<file path="src/rtl/tbus_pkg.sv">
// Shared definitions for the trinity bus (tbus) into the dcache.
// Holds the operation encodings, the bus widths, the request record that
// the arbiter latches, and the arbiter state encoding.
package tbus_pkg;

    localparam int TBUS_AW  = 64;
    localparam int TBUS_DW  = 64;
    localparam int TBUS_OPW = 2;

    localparam logic [TBUS_OPW-1:0] TBUS_OP_READ  = 2'b00;
    localparam logic [TBUS_OPW-1:0] TBUS_OP_WRITE = 2'b01;

    typedef struct packed {
        logic [TBUS_AW-1:0]  index;
        logic [TBUS_DW-1:0]  write_data;
        logic [TBUS_DW-1:0]  write_mask;
        logic [TBUS_OPW-1:0] operation_type;
    } tbus_req_t;

    typedef enum logic [1:0] {
        ARB_IDLE      = 2'd0,
        ARB_ISSUE     = 2'd1,
        ARB_WAIT_DONE = 2'd2
    } arb_state_t;

    // Width of an encoded requester index; at least one bit.
    function automatic int idx_width(input int n);
        return (n > 1) ? $clog2(n) : 1;
    endfunction

endpackage

</file>
<file path="src/rtl/tbus_arbiter_if.sv">
// Bundle of the requester-side and dcache-side tbus signals.
//   slave  : the arbiter's view (takes requests, drives the dcache port)
//   master : the surroundings (requesters plus dcache)
// Requester fields are flattened, slice i = [W*i +: W].
interface tbus_arbiter_if
    import tbus_pkg::*;
#(
    parameter int NUM_REQ = 3
);
    logic [NUM_REQ-1:0]          req_valid;
    logic [NUM_REQ-1:0]          req_ready;
    logic [NUM_REQ*TBUS_AW-1:0]  req_index;
    logic [NUM_REQ*TBUS_DW-1:0]  req_write_data;
    logic [NUM_REQ*TBUS_DW-1:0]  req_write_mask;
    logic [NUM_REQ*TBUS_OPW-1:0] req_operation_type;
    logic [TBUS_DW-1:0]          req_read_data;
    logic [NUM_REQ-1:0]          req_operation_done;

    logic                        arb2dcache_index_valid;
    logic                        arb2dcache_index_ready;
    logic [TBUS_AW-1:0]          arb2dcache_index;
    logic [TBUS_DW-1:0]          arb2dcache_write_data;
    logic [TBUS_DW-1:0]          arb2dcache_write_mask;
    logic [TBUS_OPW-1:0]         arb2dcache_operation_type;
    logic [TBUS_DW-1:0]          arb2dcache_read_data;
    logic                        arb2dcache_operation_done;

    modport slave (
        input  req_valid, req_index, req_write_data, req_write_mask, req_operation_type,
        output req_ready, req_read_data, req_operation_done,
        output arb2dcache_index_valid, arb2dcache_index, arb2dcache_write_data,
               arb2dcache_write_mask, arb2dcache_operation_type,
        input  arb2dcache_index_ready, arb2dcache_read_data, arb2dcache_operation_done
    );

    modport master (
        output req_valid, req_index, req_write_data, req_write_mask, req_operation_type,
        input  req_ready, req_read_data, req_operation_done,
        input  arb2dcache_index_valid, arb2dcache_index, arb2dcache_write_data,
               arb2dcache_write_mask, arb2dcache_operation_type,
        output arb2dcache_index_ready, arb2dcache_read_data, arb2dcache_operation_done
    );

endinterface

</file>
<file path="src/rtl/rr_picker.sv">
// Combinational round-robin picker, reusable by any arbiter.
//   req_valid  : per-requester request
//   last_grant : encoded index of the previous winner
//   grant      : one-hot winner (all zero when nothing is valid)
//   grant_idx  : encoded winner (0 when nothing is valid)
// Search starts at last_grant+1 and wraps modulo NUM_REQ.
module rr_picker
    import tbus_pkg::*;
#(
    parameter  int NUM_REQ = 3,
    localparam int IDX_W   = idx_width(NUM_REQ)
) (
    input  logic [NUM_REQ-1:0] req_valid,
    input  logic [IDX_W-1:0]   last_grant,
    output logic [NUM_REQ-1:0] grant,
    output logic [IDX_W-1:0]   grant_idx
);

    logic             found;
    logic [IDX_W-1:0] cand;

    always_comb begin
        grant     = '0;
        grant_idx = '0;
        found     = 1'b0;
        cand      = '0;
        for (int i = 1; i <= NUM_REQ; i++) begin
            cand = IDX_W'((int'(last_grant) + i) % NUM_REQ);
            if (!found && req_valid[cand]) begin
                found       = 1'b1;
                grant[cand] = 1'b1;
                grant_idx   = cand;
            end
        end
    end

endmodule

</file>
<file path="src/rtl/tbus_arbiter.sv">
// Round-robin arbiter sharing the single tbus port into the dcache.
// One transaction outstanding: the winner's fields are latched, issued
// downstream, and held until the dcache reports operation_done, which is
// routed back only to the owning requester.
//   clock, reset    : sole clock; asynchronous active-high reset
//   bus             : requester and dcache signals (slave modport)
//   arb_busy        : a transaction is in flight
//   arb_timeout_err : sticky watchdog flag, cleared only by reset
module tbus_arbiter
    import tbus_pkg::*;
#(
    parameter int NUM_REQ = 3,
    parameter int TIMEOUT = 1024
) (
    input  logic              clock,
    input  logic              reset,
    tbus_arbiter_if.slave     bus,
    output logic              arb_busy,
    output logic              arb_timeout_err
);

    localparam int IDX_W  = idx_width(NUM_REQ);
    localparam int WDOG_W = $clog2(TIMEOUT);
    localparam logic [WDOG_W-1:0] WDOG_MAX = WDOG_W'(TIMEOUT - 1);

    arb_state_t         state_q, state_d;
    tbus_req_t          req_q, req_d;
    logic [NUM_REQ-1:0] owner_q, owner_d;
    logic [IDX_W-1:0]   last_grant_q, last_grant_d;
    logic [WDOG_W-1:0]  wdog_q, wdog_d;
    logic               timeout_err_q, timeout_err_d;

    logic [NUM_REQ-1:0] grant;
    logic [IDX_W-1:0]   grant_idx;
    tbus_req_t          sel_req;
    logic [NUM_REQ-1:0] req_ready_c;
    logic               done_fire;

    rr_picker #(.NUM_REQ(NUM_REQ)) u_picker (
        .req_valid  (bus.req_valid),
        .last_grant (last_grant_q),
        .grant      (grant),
        .grant_idx  (grant_idx)
    );

    // Slice out the winner's fields from the flattened requester buses.
    always_comb begin
        sel_req = '0;
        for (int i = 0; i < NUM_REQ; i++) begin
            if (grant[i]) begin
                sel_req.index          = bus.req_index[TBUS_AW*i +: TBUS_AW];
                sel_req.write_data     = bus.req_write_data[TBUS_DW*i +: TBUS_DW];
                sel_req.write_mask     = bus.req_write_mask[TBUS_DW*i +: TBUS_DW];
                sel_req.operation_type = bus.req_operation_type[TBUS_OPW*i +: TBUS_OPW];
            end
        end
    end

    always_comb begin
        state_d       = state_q;
        req_d         = req_q;
        owner_d       = owner_q;
        last_grant_d  = last_grant_q;
        wdog_d        = wdog_q;
        timeout_err_d = timeout_err_q;
        req_ready_c   = '0;
        done_fire     = 1'b0;

        unique case (state_q)
            ARB_IDLE: begin
                if (|grant) begin
                    req_ready_c  = grant;
                    req_d        = sel_req;
                    owner_d      = grant;
                    last_grant_d = grant_idx;
                    wdog_d       = '0;
                    state_d      = ARB_ISSUE;
                end
            end
            ARB_ISSUE: begin
                // A done arriving together with index_ready completes at once.
                if (bus.arb2dcache_index_ready) begin
                    if (bus.arb2dcache_operation_done) begin
                        done_fire = 1'b1;
                        state_d   = ARB_IDLE;
                    end else begin
                        state_d   = ARB_WAIT_DONE;
                    end
                end
            end
            ARB_WAIT_DONE: begin
                if (bus.arb2dcache_operation_done) begin
                    done_fire = 1'b1;
                    state_d   = ARB_IDLE;
                end
            end
            default: state_d = ARB_IDLE;
        endcase

        // Watchdog only observes; the FSM keeps waiting after it fires.
        if (state_q != ARB_IDLE) begin
            if (wdog_q == WDOG_MAX) begin
                timeout_err_d = 1'b1;
            end else begin
                wdog_d = wdog_q + 1'b1;
            end
        end
    end

    always_ff @(posedge clock or posedge reset) begin
        if (reset) begin
            state_q       <= ARB_IDLE;
            req_q         <= '0;
            owner_q       <= '0;
            last_grant_q  <= IDX_W'(NUM_REQ - 1);
            wdog_q        <= '0;
            timeout_err_q <= 1'b0;
        end else begin
            state_q       <= state_d;
            req_q         <= req_d;
            owner_q       <= owner_d;
            last_grant_q  <= last_grant_d;
            wdog_q        <= wdog_d;
            timeout_err_q <= timeout_err_d;
        end
    end

    assign bus.req_ready                 = req_ready_c;
    assign bus.req_operation_done        = done_fire ? owner_q : '0;
    assign bus.req_read_data             = bus.arb2dcache_read_data;
    assign bus.arb2dcache_index_valid    = (state_q == ARB_ISSUE);
    assign bus.arb2dcache_index          = req_q.index;
    assign bus.arb2dcache_write_data     = req_q.write_data;
    assign bus.arb2dcache_write_mask     = req_q.write_mask;
    assign bus.arb2dcache_operation_type = req_q.operation_type;
    assign arb_busy                      = (state_q != ARB_IDLE);
    assign arb_timeout_err               = timeout_err_q;

endmodule

</file>
<file path="src/flat_wrapper.sv">
// flat-port wrapper written by rule: the top's interface ports become plain ports
module tbus_arbiter_flat import tbus_pkg::*;
#(
    parameter int NUM_REQ = 3,
    parameter int TIMEOUT = 1024
)
  (clock, reset, arb_busy, arb_timeout_err, bus_req_valid, bus_req_index, bus_req_write_data, bus_req_write_mask, bus_req_operation_type, bus_req_ready, bus_req_read_data, bus_req_operation_done, bus_arb2dcache_index_valid, bus_arb2dcache_index, bus_arb2dcache_write_data, bus_arb2dcache_write_mask, bus_arb2dcache_operation_type, bus_arb2dcache_index_ready, bus_arb2dcache_read_data, bus_arb2dcache_operation_done);
  tbus_arbiter_if #(.NUM_REQ(NUM_REQ)) bus_i ();
  input  logic clock;
  input  logic reset;
  output logic arb_busy;
  output logic arb_timeout_err;
  input wire logic [$bits(bus_i.req_valid)-1:0] bus_req_valid;
  input wire logic [$bits(bus_i.req_index)-1:0] bus_req_index;
  input wire logic [$bits(bus_i.req_write_data)-1:0] bus_req_write_data;
  input wire logic [$bits(bus_i.req_write_mask)-1:0] bus_req_write_mask;
  input wire logic [$bits(bus_i.req_operation_type)-1:0] bus_req_operation_type;
  output wire logic [$bits(bus_i.req_ready)-1:0] bus_req_ready;
  output wire logic [$bits(bus_i.req_read_data)-1:0] bus_req_read_data;
  output wire logic [$bits(bus_i.req_operation_done)-1:0] bus_req_operation_done;
  output wire logic [$bits(bus_i.arb2dcache_index_valid)-1:0] bus_arb2dcache_index_valid;
  output wire logic [$bits(bus_i.arb2dcache_index)-1:0] bus_arb2dcache_index;
  output wire logic [$bits(bus_i.arb2dcache_write_data)-1:0] bus_arb2dcache_write_data;
  output wire logic [$bits(bus_i.arb2dcache_write_mask)-1:0] bus_arb2dcache_write_mask;
  output wire logic [$bits(bus_i.arb2dcache_operation_type)-1:0] bus_arb2dcache_operation_type;
  input wire logic [$bits(bus_i.arb2dcache_index_ready)-1:0] bus_arb2dcache_index_ready;
  input wire logic [$bits(bus_i.arb2dcache_read_data)-1:0] bus_arb2dcache_read_data;
  input wire logic [$bits(bus_i.arb2dcache_operation_done)-1:0] bus_arb2dcache_operation_done;
  assign bus_i.req_valid = bus_req_valid;
  assign bus_i.req_index = bus_req_index;
  assign bus_i.req_write_data = bus_req_write_data;
  assign bus_i.req_write_mask = bus_req_write_mask;
  assign bus_i.req_operation_type = bus_req_operation_type;
  assign bus_req_ready = bus_i.req_ready;
  assign bus_req_read_data = bus_i.req_read_data;
  assign bus_req_operation_done = bus_i.req_operation_done;
  assign bus_arb2dcache_index_valid = bus_i.arb2dcache_index_valid;
  assign bus_arb2dcache_index = bus_i.arb2dcache_index;
  assign bus_arb2dcache_write_data = bus_i.arb2dcache_write_data;
  assign bus_arb2dcache_write_mask = bus_i.arb2dcache_write_mask;
  assign bus_arb2dcache_operation_type = bus_i.arb2dcache_operation_type;
  assign bus_i.arb2dcache_index_ready = bus_arb2dcache_index_ready;
  assign bus_i.arb2dcache_read_data = bus_arb2dcache_read_data;
  assign bus_i.arb2dcache_operation_done = bus_arb2dcache_operation_done;
  tbus_arbiter #(.NUM_REQ(NUM_REQ), .TIMEOUT(TIMEOUT)) u_core (.clock(clock), .reset(reset), .bus(bus_i), .arb_busy(arb_busy), .arb_timeout_err(arb_timeout_err));
endmodule
</file>
<file path="config.mk">
export PLATFORM = sky130hd
export DESIGN_NAME = tbus_arbiter_flat
export DESIGN_NICKNAME = d
export VERILOG_FILES = /design/src/rtl/tbus_pkg.sv /design/src/rtl/tbus_arbiter_if.sv /design/src/rtl/rr_picker.sv /design/src/rtl/tbus_arbiter.sv /design/src/flat_wrapper.sv
export SDC_FILE = /design/constraint.sdc
export NUM_CORES = 1
export LEC_CHECK = 0
export CAP_MARGIN = 25
export CORE_AREA = 3 3 355 357
export DETAILED_ROUTE_END_ITERATION = 12
export DIE_AREA = 0 0 358 360
export GPL_TIMING_DRIVEN = 0
export HOLD_SLACK_MARGIN = 0.05
export SYNTH_ARGS = -nofsm -noshare
export SYNTH_HDL_FRONTEND = slang
export SYNTH_HIERARCHICAL = 1
export SYNTH_SLANG_ARGS = --single-unit
</file>
<file path="constraint.sdc">
create_clock -name clock -period 7.3 [get_ports clock]
set_clock_uncertainty 0.05 [all_clocks]
set_input_delay 0.73 -clock clock [delete_from_list [all_inputs] [get_ports clock]]
set_output_delay 0.73 -clock clock [all_outputs]
set_load 0.02 [all_outputs]
</file>
==> metrics.yaml, run 1 <==
final_layout:
  areaGrowthSynthToFinish_pct: 94.8
  stdcell_area_sq_mm: 0.0241
  drive_gt1_frac: 0.0899
  layout.cells.most_common_list: "sky130_fd_sc_hd__clkdlybuf4s50_1 (855), sky130_fd_sc_hd__dfrtp_1 (211), sky130_fd_sc_hd__nand2_1 (210), sky130_fd_sc_hd__nor2b_1 (194), sky130_fd_sc_hd__a221oi_1 (194)"
  layout.nets: 2864
  postLayoutCoreUtil: 0.196
  filler_cells_inserted: 13694
  final_common_cell: "sky130_fd_sc_hd__clkdlybuf4s50_1"
worst_setup_path:
  type_of_element_launching_the_critical_path: "register"
  cp_top_family: "buffers and inverters"
  timing.critical_path.buf_inv: 4
  startpoint: "u_core/last_grant_q[1]"
  cp_cell_sequence: "ha_1 -> and3b_1 -> a2111oi_2 -> a21oi_1 -> o22ai_1 -> buf_4 -> buf_2 -> buf_1 -> and2_1 -> clkdlybuf4s50_1"
  crit_path_max_fanout: 10
  rrSetupSlack_ps: 3120
  endpoint_kind: "output port"
  critical_path_arrival_ps: 4350
  timing.setup.critical_path_class: "reg -> out"
  timing.critical_path.required_ps: 6520
  worst_path_largest_cell_delay_ps: 620
  crit_path_top_delay_cell: "sky130_fd_sc_hd__clkdlybuf4s50_1"
  crit-reg2reg-launch: "u_core/last_grant_q[0]"
cts:
  clock-root-buffer: "sky130_fd_sc_hd__clkbuf_16"
  cts.repair.resized: 0
  cts.reportedPaths.clkPinSlew_ps: 60
  clock_latency_ps: 600
  clk_path_buf_depth: 3
  holdBufCountCts: 0
  clock_tree.htree_level_count: 1
  cts-buffers-inserted: 31
  post_cts_buffers: 0
  cts_num_sinks: 212
  cts_tree: "built"
logic_synthesis:
  mapped_area_sq_mm: 0.0124
  syn-instance-count: 1308
  yosysUniqueCellTypes: 49
  synth_ff_type: "sky130_fd_sc_hd__dfrtp_1"
  synth_top_family_by_area: "compound AO/OA/AOI/OAI gates"
  synth_compound_gate_area_share: 0.278
  synth_mux_area_frac: 0.00515
  sequential_cell_area_fraction_in_the_yosys_report: 0.428
  synth-seq-cells: 212
  synth_simple_gate_area_share: 0.182
  synth_fp_nets: 1970
  synth_edf_count: 0
  ys_warn_count: 6
  postSynth.asyncResetShare: 1.00
  synthesis.area_per_instance_sq_um: 9.47
  yosys.area_share.adder: 0.00909
  synthXorXnorAreaFrac: 0.000707
drt:
  via_count: 14908
  drt-pass1-iter-count: 5
  finalWirelength_microns: 98100
  drt_iter0_drc: 1210
  final_ant_viol_nets: 0
  via_per_inst: 3.85
  post-route-drc-count: 0
  routedWlPerCell_microns: 25.3
placement:
  dpl-instance-area_sq_mm: 0.0231
  hpwl_after_dpl_microns: 82400
  globalplace.congestion: 0.943
  io_buffers: 855
  post-place-ws_ps: 2320
floorplanning:
  die-area_sq_mm: 0.129
  floorplan.initialDensity: 0.100
  die_y_microns: 360
  chipWidth_microns: 358
  io_pins: 920
  core_region_area_sq_mm: 0.123
  placement_rows: 129
power:
  power-per-cell-area_mw_per_mm2: 442
  max-vdd-ir-drop_uv: 208
  leakage_power_figure_nw: 9.10
global_route:
  first_pass_grt_wire_length_microns: 127000
  grt_start_max_net_pins: 97
  gr-usage-all-layers: 0.143
  grt_overflow: 0
  antenna_found_initial: 33
  grt_pass1_vias: 14932
timing:
  final-hold-violation-count: 0
  final.period_utilization: 0.703
  final.setup.worst_slack_ps: 2170
  max_slew.worst_pin.slew_ps: 1000
  timing.max_slew.rel_slack: 0.331
  max_freq_mhz: 195
  slew_violations: 0
  setup_repair_after_global_routing_missed_its_margin: "no"
  post-route-min-period_ps: 5130
  setup-violations-final: 0
min_path:
  hold_path.startpoint: "u_core/bus.arb2dcache_write_data[57]"
  hold_path.class: "reg -> reg"
job:
  maxCapViolCount: 0
outcome:
  status: "completed"
[layout make-up]
type	instances	area, sq um	area share
Antenna cell	10	25.0	0.00104
Clock buffer	42	837	0.0347
Buffer	196	1150	0.0475
Sequential cell	212	5310	0.220
Timing Repair Buffer	861	8670	0.359
Multi-Input combinational cell	888	5890	0.244
Tap cell	1637	2050	0.0849
Clock inverter	14	158	0.00653
Inverter	12	52.6	0.00218
[worst register-to-register path: stages, from the launching register on]
cell	delay, ps
sky130_fd_sc_hd__dfrtp_1	390
sky130_fd_sc_hd__inv_1	80
sky130_fd_sc_hd__ha_1	390
sky130_fd_sc_hd__mux2i_1	310
sky130_fd_sc_hd__o21ai_4	120
sky130_fd_sc_hd__o41ai_2	700
sky130_fd_sc_hd__buf_6	310
sky130_fd_sc_hd__buf_4	370
sky130_fd_sc_hd__clkbuf_1	730
sky130_fd_sc_hd__a221oi_1	210
sky130_fd_sc_hd__buf_4	240
sky130_fd_sc_hd__o31ai_1	180
[cells by family (layout without fill, tap and decap cells)]
kind of cell | after synthesis | in the layout
muxes | 6 | 6
and+or+nand+nor | 443 | 443
other | 0 | 10
buffers and inverters | 208 | 1125
adders and majority gates | 9 | 9
xor gates and xnor gates | 1 | 1
DFF | 212 | 212
AOI/OAI and AO/OA | 429 | 429
[state kept, by name, summed over array words and instances, names as in the netlist]
| register | cells |
|---|---|
| u_core/bus.arb2dcache_index | 64 |
| u_core/bus.arb2dcache_write_data | 64 |
| u_core/bus.arb2dcache_write_mask | 64 |
| u_core/wdog_q | 10 |
| u_core/owner_q | 3 |
| u_core/bus.arb2dcache_operation_type | 2 |
| u_core/last_grant_q | 2 |
| u_core/state_q | 2 |
| u_core/arb_timeout_err | 1 |
[synth_stat cells (2+ instances only)]
cell type                  instances  share of area
sky130_fd_sc_hd__a21o_1            4         0.0024
sky130_fd_sc_hd__nand3_1           3         0.0012
sky130_fd_sc_hd__buf_1             2        0.00061
sky130_fd_sc_hd__nand4_1           3         0.0015
sky130_fd_sc_hd__nand3b_1          3         0.0018
sky130_fd_sc_hd__inv_1            12         0.0036
sky130_fd_sc_hd__mux2_2            3         0.0027
sky130_fd_sc_hd__a221oi_1        194           0.14
sky130_fd_sc_hd__ha_1              9         0.0091
sky130_fd_sc_hd__nor3_1            4         0.0016
sky130_fd_sc_hd__nor2_1            7         0.0021
sky130_fd_sc_hd__dfrtp_1         211           0.43
sky130_fd_sc_hd__buf_2            49          0.020
sky130_fd_sc_hd__o21ai_0           4         0.0016
sky130_fd_sc_hd__nand2_1         210          0.064
sky130_fd_sc_hd__clkbuf_1         58          0.018
sky130_fd_sc_hd__a22o_1            2         0.0014
sky130_fd_sc_hd__o21ai_1           4         0.0016
sky130_fd_sc_hd__buf_6             6         0.0055
sky130_fd_sc_hd__mux2i_1           3         0.0024
sky130_fd_sc_hd__buf_4            81          0.049
sky130_fd_sc_hd__nand2b_1          4         0.0020
sky130_fd_sc_hd__a21oi_1           9         0.0036
sky130_fd_sc_hd__nor2b_1         194          0.098
sky130_fd_sc_hd__and2_1            6         0.0030
sky130_fd_sc_hd__o31ai_1         193           0.12
sky130_fd_sc_hd__o22ai_1           4         0.0020
sky130_fd_sc_hd__a41o_1            2         0.0016
sky130_fd_sc_hd__o21a_1            2         0.0012
sky130_fd_sc_hd__a31oi_1           3         0.0015
[through the flow]
step	instances	hold slack (ps)	TNS, ps	total power, mW
after detailed placement	3806	414	0	9.27
after CTS	3862	377	0	10.9
after global routing	3867	415	0	11.4
final	3872	423	0	10.7
after global placement	3800	404	-746140	9.20
after floorplan	1308	391	0	5.61
[worst paths after layout]
path                                                         to  depth (start not counted)
setup / recovery                               bus_req_ready[1]                         10
hold / removal             u_core/bus.arb2dcache_write_data[57]                          2
setup reg to reg            u_core/bus.arb2dcache_write_mask[3]                         11
hold reg to reg            u_core/bus.arb2dcache_write_data[57]                          2
max in group asynchronous        u_core/bus.arb2dcache_index[2]                          3
min in group asynchronous  u_core/bus.arb2dcache_write_mask[52]                          2
[per-layer routing]
metal  routed length [microns]  vias to the layer above  global-route usage  part of all wire
met5                        98                        -                   0            0.0010
met4                      2260                       14              0.0366             0.023
li1                          -                     6651                   -                 -
met1                     39700                     7290               0.176              0.40
met3                     10400                      108              0.0527              0.11
met2                     45600                      845               0.234              0.47
[where the power goes]
| part | switching, mW | internal, mW |
|---|---|---|
| logic | 4.45 | 2.66 |
| registers | 0.310 | 1.71 |
| clock network | 0.639 | 0.901 |
| total | 5.40 | 5.28 |
Power figures use the tool's default switching activity.
==> run 2, diff against run 1 <==
--- a/config.mk
+++ b/config.mk
@@ -6,9 +6,9 @@
 export NUM_CORES = 1
 export LEC_CHECK = 0
 export CAP_MARGIN = 25
-export CORE_AREA = 3 3 355 357
+export CORE_AREA = 3 3 360 362
 export DETAILED_ROUTE_END_ITERATION = 12
-export DIE_AREA = 0 0 358 360
+export DIE_AREA = 0 0 363 365
 export GPL_TIMING_DRIVEN = 0
 export HOLD_SLACK_MARGIN = 0.05
 export SYNTH_ARGS = -nofsm -noshare
==> constraint.sdc (replaced) <==
create_clock -name clock -period 4.3 [get_ports clock]
set_clock_uncertainty 0.05 [all_clocks]
set_input_delay 0.43 -clock clock [delete_from_list [all_inputs] [get_ports clock]]
set_output_delay 0.43 -clock clock [all_outputs]
set_load 0.02 [all_outputs]
==> run 2 against run 1 <==
Net effect:
- global-route usage decreased by 0.54 points
- critical path depth decreased by 1
- combinational power increased by 72%
- setup slack got worse by 1900 ps
- routed wire length decreased by 0.17%
- largest cell class unchanged
- core utilization decreased by 0.50 points
- count of clock-buffer cells in the layout increased by 2
- critical endpoint is now bus_req_ready[2]
==> metrics.yaml, run 2 (same netlist as run 1, synthesis figures left out) <==
outcome:
  status: "completed"  # unchanged
power:
  intPower_mw: 8.93  # was 5.28 mW
  net_sw_power_mw: 9.33  # was 5.40 mW
  power-per-cell-area_mw_per_mm2: 754  # was 442 mW/mm^2
  combinationalPowerShare: 0.667  # was 0.666
  leakage_power_figure_nw: 9.14  # was 9.10 nW
  pwr-share-clk: 0.141  # was 0.144
  switching_share: 0.511  # was 0.506
  seq_power_share: 0.192  # was 0.190
  power_mw: 18.3  # was 10.7 mW
  max-vdd-ir-drop_uv: 356  # was 208 uV
placement:
  globalplace.congestion: 0.942  # was 0.943
  dpl.cell_count: 3832  # was 3806
  io_buffers: 855  # unchanged
  hpwl_after_dpl_microns: 81500  # was 82400 microns
final_layout:
  multi_input_area_sq_mm: 0.00591  # was 0.00589 sq mm
  final_common_cell: "sky130_fd_sc_hd__clkdlybuf4s50_1"  # unchanged
  layout.cells.most_common_list: "sky130_fd_sc_hd__clkdlybuf4s50_1 (853), sky130_fd_sc_hd__dfrtp_1 (211), sky130_fd_sc_hd__nand2_1 (210), sky130_fd_sc_hd__nor2b_1 (194), sky130_fd_sc_hd__a221oi_1 (194)"  # was sky130_fd_sc_hd__clkdlybuf4s50_1 (855), sky130_fd_sc_hd__dfrtp_1 (211), sky130_fd_sc_hd__nand2_1 (210), sky130_fd_sc_hd__nor2b_1 (194), sky130_fd_sc_hd__a221oi_1 (194)
  drive_gt1_frac: 0.0919  # was 0.0899
  stdcell_count: 3896  # was 3872
  layout.nets: 2863  # was 2864
  areaGrowthSynthToFinish_pct: 95.5  # was 94.8%
  final-seq-area_sq_mm: 0.00531  # unchanged
  filler_cells_inserted: 14085  # was 13694
drt:
  routedWlPerCell_microns: 25.1  # was 25.3 microns
  via_count: 14833  # was 14908
  via_per_inst: 3.81  # was 3.85
  drt_iter0_drc: 1027  # was 1210
  finalWirelength_microns: 98000  # was 98100 microns
  post-route-drc-count: 0  # unchanged
  drt-pass1-iter-count: 5  # unchanged
  final_ant_viol_nets: 0  # unchanged
job:
  maxCapViolCount: 0  # unchanged
floorplanning:
  die-area_sq_mm: 0.132  # was 0.129 sq mm
  die_y_microns: 365  # was 360 microns
  floorplan.initialDensity: 0.0975  # was 0.100
  chipWidth_microns: 363  # was 358 microns
  io_pins: 920  # unchanged
  placement_rows: 131  # was 129
  core_region_area_sq_mm: 0.127  # was 0.123 sq mm
timing:
  max_freq_mhz: 251
  setup_repair_after_global_routing_missed_its_margin: "no"  # unchanged
  slew_violations: 0  # unchanged
  final.hold.worst_slack_ps: 282  # was 423 ps
  post-route-min-period_ps: 3990
  final-hold-violation-count: 0  # unchanged
  final.period_utilization: 0.928
  setup-violations-final: 0  # unchanged
  timing.max_slew.rel_slack: 0.353  # was 0.331
  max_slew.worst_pin.slew_ps: 971  # was 1000 ps
worst_setup_path:
  startpoint: "u_core/last_grant_q[1]"  # unchanged
  worst_path_largest_cell_delay_ps: 560  # was 620 ps
  crit_path_top_delay_cell: "sky130_fd_sc_hd__dfstp_2"  # was sky130_fd_sc_hd__clkdlybuf4s50_1
  timing.critical_path.required_ps: 3820  # was 6520 ps
  critical_path_arrival_ps: 3510  # was 4350 ps
  timing.setup.critical_path_class: "reg -> out"  # unchanged
  type_of_element_launching_the_critical_path: "register"  # unchanged
  rrSetupSlack_ps: 350  # was 3120 ps
  crit-reg2reg-launch: "u_core/last_grant_q[1]"  # was u_core/last_grant_q[0]
  crit_path_max_fanout: 10  # unchanged
  cp_cell_sequence: "inv_1 -> ha_1 -> mux2i_1 -> o21a_1 -> o41ai_4 -> buf_6 -> clkbuf_4 -> and2_1 -> dlygate4sd2_1"  # was ha_1 -> and3b_1 -> a2111oi_2 -> a21oi_1 -> o22ai_1 -> buf_4 -> buf_2 -> buf_1 -> and2_1 -> clkdlybuf4s50_1
  endpoint_kind: "output port"  # unchanged
global_route:
  grt_overflow: 0  # unchanged
  antenna_found_initial: 26  # was 33
  first_pass_grt_wire_length_microns: 125000  # was 127000 microns
  gr-usage-all-layers: 0.137  # was 0.143
  grt_pass1_vias: 14784  # was 14932
  grt_start_max_net_pins: 40  # was 97
cts:
  clock_latency_ps: 630  # was 600 ps
  clk_path_buf_depth: 3  # unchanged
  cts-buffers-inserted: 30  # was 31
  holdBufCountCts: 0  # unchanged
  clock-root-buffer: "sky130_fd_sc_hd__clkbuf_16"  # unchanged
  cts_tree: "built"  # unchanged
  cts.reportedPaths.clkPinSlew_ps: 60  # about the same
  cts_num_sinks: 212  # unchanged
  clock_tree.htree_level_count: 1  # unchanged
min_path:
  hold_path.class: "in -> async"  # was reg -> reg
-- run 2: changes by cell type in the layout (fill, tap and decap cells not counted), sizes merged --
| cell | delta |
|---|---|
| clkinv | -5 |
| diode | +4 |
| clkbuf | +2 |
| clkdlybuf4s50 | -2 |
| buf | -1 |
| bufinv | -1 |
| clkdlybuf4s15 | +1 |
| dlygate4sd2 | +1 |
| dlymetal6s2s | +1 |
| inv | -1 |
-- run 2: repair_timing --
| item | 4_1_cts | 5_1_grt |
|---|---|---|
| pin swaps | 1 | 0 |
| setup endpoints to repair | 6 | 1 |
| setup buffers | 0 | 0 |
| gates resized for setup | 9 | 1 |
-- run 2: worst max-delay path, delay by kind of cell (launching register included) --
family,cells,cell delay (ps)
and+or+nand+nor,1,190
buffers and inverters,4,980
AOI/OAI and AO/OA,2,730
DFF,1,560
adders and majority gates,1,250
muxes,1,170
-- run 2: through the flow --
step | setup WS, ps | utilization | instance area [sq um] | TNS, ps
after floorplan | 1060 | - | 12400 | 0
after global placement | -1470 | 0.181 | 23000 | -300860
after detailed placement | -146 | 0.183 | 23200 | -376
after CTS | 39.3 | 0.190 | 24200 | 0
after global routing | 70.2 | 0.190 | 24200 | 0
final | 311 | 0.191 | 24200 | 0
-- run 2: final cells by class --
| cell class | instances | area share |
|---|---|---|
| repair buffers | 862 | 0.359 |
| plain buffers | 195 | 0.0480 |
| clock inverters | 7 | 0.00408 |
| well taps | 1662 | 0.0859 |
| inverters | 12 | 0.00201 |
| clock buffers | 44 | 0.0361 |
| diodes | 14 | 0.00145 |
| multi-input cells | 888 | 0.244 |
| flip-flops and latches | 212 | 0.219 |
-- run 2: path summary, 6_finish.rpt --
check,endpoint,cells after the start
setup reg to reg,u_core/bus.arb2dcache_index[55],10
setup / recovery,bus_req_ready[2],9
hold reg to reg,u_core/owner_q[1],1
max in group asynchronous,u_core/bus.arb2dcache_write_data[57],5
hold / removal,u_core/bus.arb2dcache_write_mask[55],2
min in group clock,u_core/bus.arb2dcache_index[11],3
-- run 2: power groups by stage --
| stage | Clock (mW) | Combinational (mW) | Sequential (mW) |
|---|---|---|---|
| final | 2.58 | 12.2 | 3.50 |
| after global routing | 2.76 | 13.1 | 3.60 |
| after CTS | 2.70 | 12.4 | 3.50 |
| after detailed placement | 0 | 12.4 | 3.51 |
| after global placement | 0 | 12.3 | 3.49 |
| after floorplan | 0 | 5.23 | 4.30 |
-- run 2: layer usage --
metal	wire, microns	global-route usage
met1	38600	0.164
met2	46000	0.229
met3	10500	0.0545
met5	106	0
met4	2770	0.0380
==> run 3, diff against run 2 <==
--- a/config.mk
+++ b/config.mk
@@ -10,7 +10,8 @@
 export DETAILED_ROUTE_END_ITERATION = 12
 export DIE_AREA = 0 0 363 365
 export GPL_TIMING_DRIVEN = 0
-export HOLD_SLACK_MARGIN = 0.05
+export HOLD_SLACK_MARGIN = 0.06
+export REMOVE_ABC_BUFFERS = 1
 export SYNTH_ARGS = -nofsm -noshare
 export SYNTH_HDL_FRONTEND = slang
 export SYNTH_HIERARCHICAL = 1
==> run 3 against run 2 <==
Net effect:
- maximum frequency rose by 0.65%
- combinational power fell by 9.8%
- power fell by 7.0%
- setup slack improved by 26 ps
- flip-flop and latch count did not move
- sequential power fell by 3%
- routed wire length fell by 14%
- core utilization fell by 0.85 points
- largest power group unchanged
==> metrics.yaml, run 3 (same netlist as run 1, synthesis figures left out) <==
global_route:
  grt_overflow: 0  # unchanged
  antenna_found_initial: 37  # was 26
  grt_start_max_net_pins: 95  # was 40
  gr-usage-all-layers: 0.118  # was 0.137
  grt_pass1_vias: 13134  # was 14784
  first_pass_grt_wire_length_microns: 109000  # was 125000 microns
final_layout:
  final_common_cell: "sky130_fd_sc_hd__clkdlybuf4s50_1"  # unchanged
  filler_cells_inserted: 14101  # was 14085
  areaGrowthSynthToFinish_pct: 86.8  # was 95.5%
  postLayoutCoreUtil: 0.182  # was 0.191
  layout.cells.most_common_list: "sky130_fd_sc_hd__clkdlybuf4s50_1 (791), sky130_fd_sc_hd__dfrtp_1 (211), sky130_fd_sc_hd__nand2_1 (210), sky130_fd_sc_hd__a221oi_1 (194)"  # was sky130_fd_sc_hd__clkdlybuf4s50_1 (853), sky130_fd_sc_hd__dfrtp_1 (211), sky130_fd_sc_hd__nand2_1 (210), sky130_fd_sc_hd__nor2b_1 (194), sky130_fd_sc_hd__a221oi_1 (194)
  drive_gt1_frac: 0.0582  # was 0.0919
  stdcell_count: 3678  # was 3896
  layout.nets: 2651  # was 2863
  stdcell_area_sq_mm: 0.0231  # was 0.0242 sq mm
worst_setup_path:
  type_of_element_launching_the_critical_path: "register"  # unchanged
  critical_path.reg2reg.endpoint: "u_core/bus.arb2dcache_write_mask[16]"  # was u_core/bus.arb2dcache_index[55]
  timing.critical_path.buf_inv: 2  # was 4
  cp_cell_sequence: "inv_1 -> ha_1 -> mux2i_1 -> o21ai_4 -> and2b_1 -> a21oi_1 -> and2_1 -> clkdlybuf4s50_1"  # was inv_1 -> ha_1 -> mux2i_1 -> o21a_1 -> o41ai_4 -> buf_6 -> clkbuf_4 -> and2_1 -> dlygate4sd2_1
  crit_path_max_fanout: 6  # was 10
  worst_path_largest_cell_delay_ps: 620  # was 560 ps
  critical_path_arrival_ps: 3480  # was 3510 ps
  timing.setup.critical_path_class: "reg -> out"  # unchanged
  worst-r2r-cell-count: 12  # was 10
  crit-reg2reg-launch: "u_core/last_grant_q[0]"  # was u_core/last_grant_q[1]
  timing.critical_path.required_ps: 3820  # about the same
  crit_path_top_delay_cell: "sky130_fd_sc_hd__clkdlybuf4s50_1"  # was sky130_fd_sc_hd__dfstp_2
  endpoint_kind: "output port"  # unchanged
  cp_top_family: "buffers and inverters"  # unchanged
  rrSetupSlack_ps: 390  # was 350 ps
placement:
  dpl.cell_count: 3613  # was 3832
  globalplace.congestion: 0.795  # was 0.942
  post-place-ws_ps: -16.3  # was -146 ps
  hpwl_after_dpl_microns: 70400  # was 81500 microns
  dpl-instance-area_sq_mm: 0.0221  # was 0.0232 sq mm
  io_buffers: 791  # was 855
cts:
  clock-root-buffer: "sky130_fd_sc_hd__clkbuf_16"  # unchanged
  cts.reportedPaths.clkPinSlew_ps: 60  # about the same
  cts-buffers-inserted: 30  # unchanged
  clock_tree.htree_level_count: 1  # unchanged
  cts_num_sinks: 212  # unchanged
  clock_latency_ps: 600  # was 630 ps
  clk_path_buf_depth: 3  # unchanged
  cts.repair.resized: 0  # was 9
  cts_tree: "built"  # unchanged
power:
  power-per-cell-area_mw_per_mm2: 734  # was 754 mW/mm^2
  net_sw_power_mw: 7.85  # was 9.33 mW
  max-vdd-ir-drop_uv: 495  # was 356 uV
  combinationalPowerShare: 0.647  # was 0.667
  switching_share: 0.462  # was 0.511
  pwr-share-clk: 0.154  # was 0.141
  seq_power_share: 0.199  # was 0.192
  intPower_mw: 9.13  # was 8.93 mW
  leakage_power_figure_nw: 8.55  # was 9.14 nW
timing:
  final-hold-violation-count: 0  # unchanged
  final.period_utilization: 0.922  # was 0.928
  final.setup.worst_slack_ps: 337  # was 311 ps
  final.hold.worst_slack_ps: 141  # was 282 ps
  max_slew.worst_pin.slew_ps: 973  # was 971 ps
  setup_repair_after_global_routing_missed_its_margin: "no"  # unchanged
  post-route-min-period_ps: 3960  # was 3990 ps
  max_freq_mhz: 252  # was 251 MHz
  timing.max_slew.rel_slack: 0.351  # was 0.353
  setup-violations-final: 0  # unchanged
  slew_violations: 0  # unchanged
drt:
  drt-pass1-iter-count: 5  # unchanged
  finalWirelength_microns: 84300  # was 98000 microns
  post-route-drc-count: 0  # unchanged
  routedWlPerCell_microns: 22.9  # was 25.1 microns
  via_count: 13681  # was 14833
  final_ant_viol_nets: 0  # unchanged
  via_per_inst: 3.72  # was 3.81
  drt_iter0_drc: 777  # was 1027
floorplanning:
  placement_rows: 131  # unchanged
  core_region_area_sq_mm: 0.127  # unchanged
  floorplan.initialDensity: 0.0975  # unchanged
  die-area_sq_mm: 0.132  # unchanged
  chipWidth_microns: 363  # unchanged
  die_y_microns: 365  # unchanged
  io_pins: 920  # unchanged
min_path:
  hold_path.class: "in -> async"  # unchanged
outcome:
  status: "completed"  # unchanged
job:
  maxCapViolCount: 0  # unchanged
## run 3: cell count changes in the layout (fill, tap and decap cells not counted), moves of 9 or more
cell	change
sky130_fd_sc_hd__diode_2	-10
sky130_fd_sc_hd__buf_2	-48
sky130_fd_sc_hd__clkdlybuf4s50_1	-62
sky130_fd_sc_hd__buf_16	+9
sky130_fd_sc_hd__buf_4	-70
sky130_fd_sc_hd__clkbuf_1	-55
sky130_fd_sc_hd__buf_6	+10
## run 3: what timing repair did
| action | in CTS | in global routing |
|---|---|---|
| setup endpoints to repair | 0 | 19 |
| hold buffers | 0 | 0 |
| endpoints found under the hold margin | 0 | 0 |
| buffers inserted | 0 | 6 |
## run 3: metrics by stage
| step | setup TNS (ps) | total power, mW |
|---|---|---|
| floorplan | -4196530 | 8.76 |
| global placement | - | 12.3 |
| detailed placement | -51.3 | 14.6 |
| CTS | 0 | 17.3 |
| global route | 0 | 18.2 |
| finish | 0 | 17.0 |
## run 3: how the worst max path moves through the flow
stage | startpoint | end | slack, ps | depth (start not counted)
after floorplan | u_core/last_grant_q[1] | u_core/bus.arb2dcache_index[62] | -18590 | 8
after global placement | bus_req_valid[2] | u_core/bus.arb2dcache_write_mask[18] | -62790 | 8
after detailed placement | bus_req_valid[1] | u_core/bus.arb2dcache_write_data[46] | -20 | 15
after CTS | u_core/last_grant_q[0] | u_core/bus.arb2dcache_write_mask[11] | 40 | 16
after global routing | u_core/last_grant_q[0] | bus_req_ready[0] | 130 | 8
final | u_core/last_grant_q[0] | bus_req_ready[0] | 340 | 8
## run 3: routing by layer
| layer | global-route usage | routed length [microns] | vias to the layer above |
|---|---|---|---|
| met5 | 0.00436 | 186 | - |
| met4 | 0.0264 | 1940 | 20 |
| met3 | 0.0608 | 11200 | 98 |
| met2 | 0.182 | 37000 | 801 |
| met1 | 0.144 | 34000 | 6546 |
| li1 | - | - | 6216 |
## run 3: power groups by stage
stage	Sequential [mW]	Clock [mW]	Combinational (mW)
finish	3.38	2.62	11.0
detailed placement	3.40	0	11.2
global placement	3.32	0	8.99
CTS	3.39	2.76	11.2
global route	3.49	2.82	11.9
floorplan	4.26	0	4.50
## run 3: layout make-up
class | count | area [sq um] | area share
clock inverter | 12 | 128 | 0.00551
timing repair buffer | 845 | 8760 | 0.378
inverter | 12 | 52.6 | 0.00227
antenna | 4 | 10.0 | 0.000432
multi-input combinational | 888 | 5930 | 0.256
clock buffer | 43 | 881 | 0.0381
sequential | 212 | 5310 | 0.229
tap | 1662 | 2080 | 0.0898
